## config.mk

```make
export PLATFORM = sky130hd
export DESIGN_NAME = spi_stream_tx
export DESIGN_NICKNAME = d
export VERILOG_FILES = /design/src/rtl/spi_stream_tx.sv
export SDC_FILE = /design/constraint.sdc
export NUM_CORES = 1
export LEC_CHECK = 0
export ABC_AREA = 1
export BUFFER_PORTS_ARGS = -buffer_cell sky130_fd_sc_hd__buf_2
export CAP_MARGIN = 20
export CORE_MARGIN = 5
export CORE_UTILIZATION = 45
export DETAILED_ROUTE_END_ITERATION = 10
export GPL_TIMING_DRIVEN = 0
export PLACE_DENSITY = 0.57
export SLEW_MARGIN = 10
export SYNTH_ARGS = -nofsm -noshare
export SYNTH_HDL_FRONTEND = slang
export SYNTH_SLANG_ARGS = --single-unit
```

## constraint.sdc

```tcl
create_clock -name clk -period 4.1 [get_ports clk]
set_input_delay 0.41 -clock clk [delete_from_list [all_inputs] [get_ports clk]]
set_output_delay 0.41 -clock clk [all_outputs]
set_load 0.02 [all_outputs]
```

## src/rtl/spi_stream_tx.sv

```systemverilog
// Frame FIFO fed from the audio clock domain and drained MSB-first over an SPI slave port.
// SPI pins are sampled with clk and run mode 0 (CPOL=0, CPHA=0) with continuous streaming.
module spi_stream_tx #(
    parameter int SAMPLE_W = 16,
    parameter int NUM_CH   = 2,
    parameter int DEPTH    = 8
) (
    input  logic                         clk,
    input  logic                         reset_n,
    input  logic                         sck,
    input  logic                         cs_n,
    output logic                         sdo,
    input  logic                         audio_valid,
    input  logic [NUM_CH*SAMPLE_W-1:0]   pcm_in,
    input  logic                         clr_flags,
    output logic [$clog2(DEPTH+1)-1:0]   fifo_level,
    output logic                         data_avail,
    output logic                         overflow,
    output logic                         underrun,
    output logic                         led
);

    localparam int FRAME_W = NUM_CH * SAMPLE_W;
    localparam int AW      = $clog2(DEPTH);
    localparam int LW      = $clog2(DEPTH + 1);
    localparam int CW      = $clog2(FRAME_W);

    typedef enum logic [1:0] {IDLE, LOAD, SHIFT} state_t;

    state_t state, next_state;

    logic sck_s1, sck_s2, sck_s3;
    logic cs_s1, cs_s2, cs_s3;
    logic cs_v1, cs_v2, cs_primed;
    logic sck_fall, cs_fall, cs_rise;

    logic [FRAME_W-1:0] mem [DEPTH];
    logic [AW-1:0]      wr_ptr, rd_ptr;
    logic               full, empty, push, pop;
    logic               do_load, do_shift, underrun_set, overflow_set;
    logic [FRAME_W-1:0] load_word;
    logic [FRAME_W-2:0] shreg;
    logic [CW-1:0]      bit_cnt;

    // cs_primed keeps a cs_n held low across reset from looking like a new falling edge
    always_ff @(posedge clk or negedge reset_n) begin
        if (!reset_n) begin
            sck_s1    <= 1'b0;
            sck_s2    <= 1'b0;
            sck_s3    <= 1'b0;
            cs_s1     <= 1'b1;
            cs_s2     <= 1'b1;
            cs_s3     <= 1'b1;
            cs_v1     <= 1'b0;
            cs_v2     <= 1'b0;
            cs_primed <= 1'b0;
        end else begin
            sck_s1    <= sck;
            sck_s2    <= sck_s1;
            sck_s3    <= sck_s2;
            cs_s1     <= cs_n;
            cs_s2     <= cs_s1;
            cs_s3     <= cs_s2;
            cs_v1     <= 1'b1;
            cs_v2     <= cs_v1;
            cs_primed <= cs_primed | (cs_v2 & cs_s2);
        end
    end

    assign sck_fall = sck_s3 & ~sck_s2;
    assign cs_fall  = cs_primed & cs_s3 & ~cs_s2;
    assign cs_rise  = ~cs_s3 & cs_s2;

    assign full         = (fifo_level == LW'(DEPTH));
    assign empty        = (fifo_level == '0);
    assign push         = audio_valid & (~full | pop);
    assign overflow_set = audio_valid & ~push;
    assign load_word    = pop ? mem[rd_ptr] : '0;

    always_ff @(posedge clk) begin
        if (push) mem[wr_ptr] <= pcm_in;
    end

    always_ff @(posedge clk or negedge reset_n) begin
        if (!reset_n) begin
            wr_ptr     <= '0;
            rd_ptr     <= '0;
            fifo_level <= '0;
            overflow   <= 1'b0;
            underrun   <= 1'b0;
        end else begin
            if (push) wr_ptr <= wr_ptr + 1'b1;
            if (pop)  rd_ptr <= rd_ptr + 1'b1;
            case ({push, pop})
                2'b10:   fifo_level <= fifo_level + 1'b1;
                2'b01:   fifo_level <= fifo_level - 1'b1;
                default: fifo_level <= fifo_level;
            endcase
            overflow <= overflow_set | (overflow & ~clr_flags);
            underrun <= underrun_set | (underrun & ~clr_flags);
        end
    end

    always_ff @(posedge clk or negedge reset_n) begin
        if (!reset_n) state <= IDLE;
        else          state <= next_state;
    end

    always_comb begin
        next_state = state;
        if (cs_rise) begin
            next_state = IDLE;
        end else begin
            case (state)
                IDLE:    if (cs_fall) next_state = LOAD;
                LOAD:    next_state = SHIFT;
                SHIFT:   if (sck_fall && bit_cnt == '0) next_state = cs_s2 ? IDLE : LOAD;
                default: next_state = IDLE;
            endcase
        end
    end

    always_comb begin
        pop          = 1'b0;
        do_load      = 1'b0;
        do_shift     = 1'b0;
        underrun_set = 1'b0;
        case (state)
            LOAD: begin
                do_load      = 1'b1;
                pop          = ~empty;
                underrun_set = empty;
            end
            SHIFT:   do_shift = sck_fall;
            default: ;
        endcase
    end

    // sdo is the top bit of the shift register; shreg holds the bits still to follow it
    always_ff @(posedge clk or negedge reset_n) begin
        if (!reset_n) begin
            shreg   <= '0;
            bit_cnt <= '0;
            sdo     <= 1'b0;
        end else begin
            if (do_load) begin
                shreg   <= load_word[FRAME_W-2:0];
                bit_cnt <= CW'(FRAME_W - 1);
            end else if (do_shift) begin
                shreg   <= {shreg[FRAME_W-3:0], 1'b0};
                bit_cnt <= bit_cnt - 1'b1;
            end
            if (next_state == IDLE) sdo <= 1'b0;
            else if (do_load)       sdo <= load_word[FRAME_W-1];
            else if (do_shift)      sdo <= shreg[FRAME_W-2];
        end
    end

    assign data_avail = ~empty;
    assign led        = overflow;

endmodule

```

==> qor.txt <==
Clock transition at path regs: 60 ps
Setup Buffers After CTS: 0
Post-synth EDFFs: 256
Clk_skew: 18.6 ps
Synth Instances: 1348
Final net count: 1488
Power share of the clock group: 28.1%
Crit path max fanout: 10
Diode count: 0
Ratio of cells with drive above 1 in the final layout: 11.8%
Drt first-iter violations: 585
Cts bufs inserted: 35
Total power: 0.0107 W
Effective utilization at floorplan: 45.8%
Synth Area in Adders: 0.791%
Peak VDD IR: 0.365 mV
Hold Path Class: in -> reg
Share of the yosys chip area belonging to registers: 67.5%
Post-synth ARST share: 19.0%
First-pass GRT wire length: 51500 um
Highest clock rate: 380 MHz
Post-placement cell count: 1793
Area contributors post-synth: edfxtp_1, nand2_1, dfrtp_1
Pin count of the biggest net entering global routing: 37
Vias in the first global route: 9012
CP most frequent cell: nand2_1
Rows: 63
Combinational power share: 31.6%
Clk buf depth: 3
Data required time at the worst endpoint: 4490 ps
Synthesized area: 13600 sq um
Chip Height: 184 um
Relative slew slack: 44.5%
Syn avg cell area: 10.1 sq um
Pwr Density: 681 nW/um^2
Chip width: 184 um
Worst setup EP type: flip-flop
Final hold violations: 0
Max-slew violations: 0
Post-DRT Antenna Nets: 0
Critical Path AT: 3020 ps
CTS Sinks: 316
Most frequent cells in the layout: nand2_1, edfxtp_1, inv_1
Largest area contributor in the netlist: edfxtp_1
Maxcap violations: 0
Period utilization: 64.2%
RSZ-0062 raised after global routing: no
Main synth FF type: edfxtp_1
Number of synthesized register bits: 316
Worst-path cell chain: nor2_8, inv_4, a21oi_4, buf_6, ha_1, ha_1, a21oi_1, nand2_1, a21oi_1, o21ai_0, nand2_1, nand2_1
Gpl congestion: 0.783
Post-synth net total: 1394
Post-synthesis compound-gate area fraction: 1.20%
Reg power frac: 40.3%
Detailed Routing Iterations Pass 1: 7
Avg WL per Cell: 17.6 um
Core Box Area: 29700 sq um
Post-route setup slack: 1470 ps
DP HPWL: 20900 um
Root Buffer: clkbuf_16
CTS tree: yes
Finished Layout Cells: 1858
Most common cell after layout, fill and taps aside: nand2_1
H-tree levels: 2
Worst Max-Slew Pin Slew: 830 ps
Crit path kind: reg -> reg
Sw frac: 35.6%
Main combinational cell family by area after synthesis: simple AND/OR/NAND/NOR gates
Synth top area share: 56.5%
Post-synth cell types: 33
Mux share of post-synthesis cell area: 0%
Synth warn: 0
Hold Slack: 18.6 ps
Buffers on Ports: 46
Pre-CTS setup slack: 1450 ps
Remaining Overflow, GRT: 0
Pleak: 7.07 nW
Slowest-stage cell, CP: dfrtp_1
Remaining DRCs: 0
Full die area: 33800 sq um
Total number of vias: 9123
Vias/cell: 4.91
Area grow syn2layout: 15.4%
Final setup violation count: 0
Initial antenna violation count: 1
DRT Wirelength: 32700 um
Synth Area in XOR/XNOR: 0.386%
CP startpoint kind: flip-flop
I/O pin count: 47
CP peak stage delay: 440 ps
Sw Pwr: 0.00381 W
Pint: 0.00688 W
Status: complete, no violations
Post-Synth Simple-Gate Area: 21.7%
Fin crit period: 2630 ps
Clock Latency Late Sink: 510 ps
GR Util All Layers: 19.7%
-- kinds of logic (layout without fill, tap and decap cells) --
kind of cell | count (synthesis) | after routing
AOI/OAI and AO/OA | 28 | 28
xor gates and xnor gates | 6 | 6
adders and majority gates | 8 | 8
buffers and inverters | 276 | 396
DFF | 316 | 316
other | 1 | 1
and+or+nand+nor | 713 | 713
-- sequential cells by signal, indices dropped and copies added (netlist names), 2 cells and up --
name        cells
fifo_level      4
mem           256
state           2
shreg          31
rd_ptr          3
wr_ptr          3
bit_cnt         5
-- area by class of cell --
cell class	instances	area, sq um
inverters	215	810
clock buffers	48	977
clock inverters	15	121
repair buffers	57	448
flip-flops and latches	316	9190
multi-input cells	756	3340
fillers	2641	14000
plain buffers	61	324
well taps	390	488
-- power groups by stage --
stage	combinational (W)	clock [W]	sequential, W
after floorplan	0.00213	0	0.00436
after global placement	0.00322	0	0.00439
after detailed placement	0.00340	0	0.00436
after CTS	0.00342	0.00306	0.00431
after global routing	0.00379	0.00320	0.00436
final	0.00338	0.00300	0.00431
-- worst max-delay path: cells and delay by family, from the launching register on --
family / cells / cell delay (ps)
simple gates: 4 / 380
fa+ha+maj: 2 / 570
compound gates: 4 / 790
buf+inv: 2 / 330
flops: 1 / 440
-- synth_stat cells, types with 2 or more instances --
| master | number |
|---|---|
| nand2_1 | 495 |
| edfxtp_1 | 256 |
| inv_1 | 208 |
| nand3_1 | 191 |
| dfrtp_1 | 57 |
| buf_2 | 34 |
| nor2_1 | 17 |
| o21ai_0 | 16 |
| clkbuf_1 | 14 |
| ha_1 | 7 |
| buf_6 | 6 |
| inv_2 | 6 |
| a21oi_1 | 5 |
| buf_1 | 5 |
| xor2_1 | 5 |
| dfstp_2 | 3 |
| o211ai_1 | 3 |
| buf_4 | 2 |
| nor2_2 | 2 |
| o22ai_1 | 2 |
| or2_2 | 2 |
-- metrics by stage --
stage	area (sq um)	utilization, %	setup TNS, ps
2_1_floorplan	13600	-	0
3_3_place_gp	14300	48.2	-86290
3_5_place_dp	14600	49.1	0
4_1_cts	15700	52.8	0
5_1_grt	15700	52.8	0
6_report	15700	52.8	0
-- metal layers --
layer | wire length, um | GRT usage (%) | up-vias
li1 | - | - | 4498
met1 | 14600 | 27.5 | 4318
met2 | 15600 | 32.6 | 254
met3 | 1890 | 3.21 | 51
met4 | 609 | 4.88 | 2
met5 | 13 | 0 | -
-- path summary, 6_finish.rpt --
path | to | depth (start not counted) | start | slack (ps)
max | fifo_level[3] | 12 | state[1] | 1470
min | sck_s1 | 1 | sck | 20
max reg2reg | fifo_level[3] | 12 | state[1] | 1470
min reg2reg | cs_v2 | 0 | cs_v1 | 350
max in group asynchronous | shreg[29] | 3 | reset_n | 3210
min in group asynchronous | bit_cnt[3] | 2 | reset_n | 360
-- what timing repair did --
item,in CTS,in global routing
resized for setup,0,0
hold endpoints to repair,22,0
hold buffers,2,0
No activity file was read; power rests on OpenSTA's default activity.
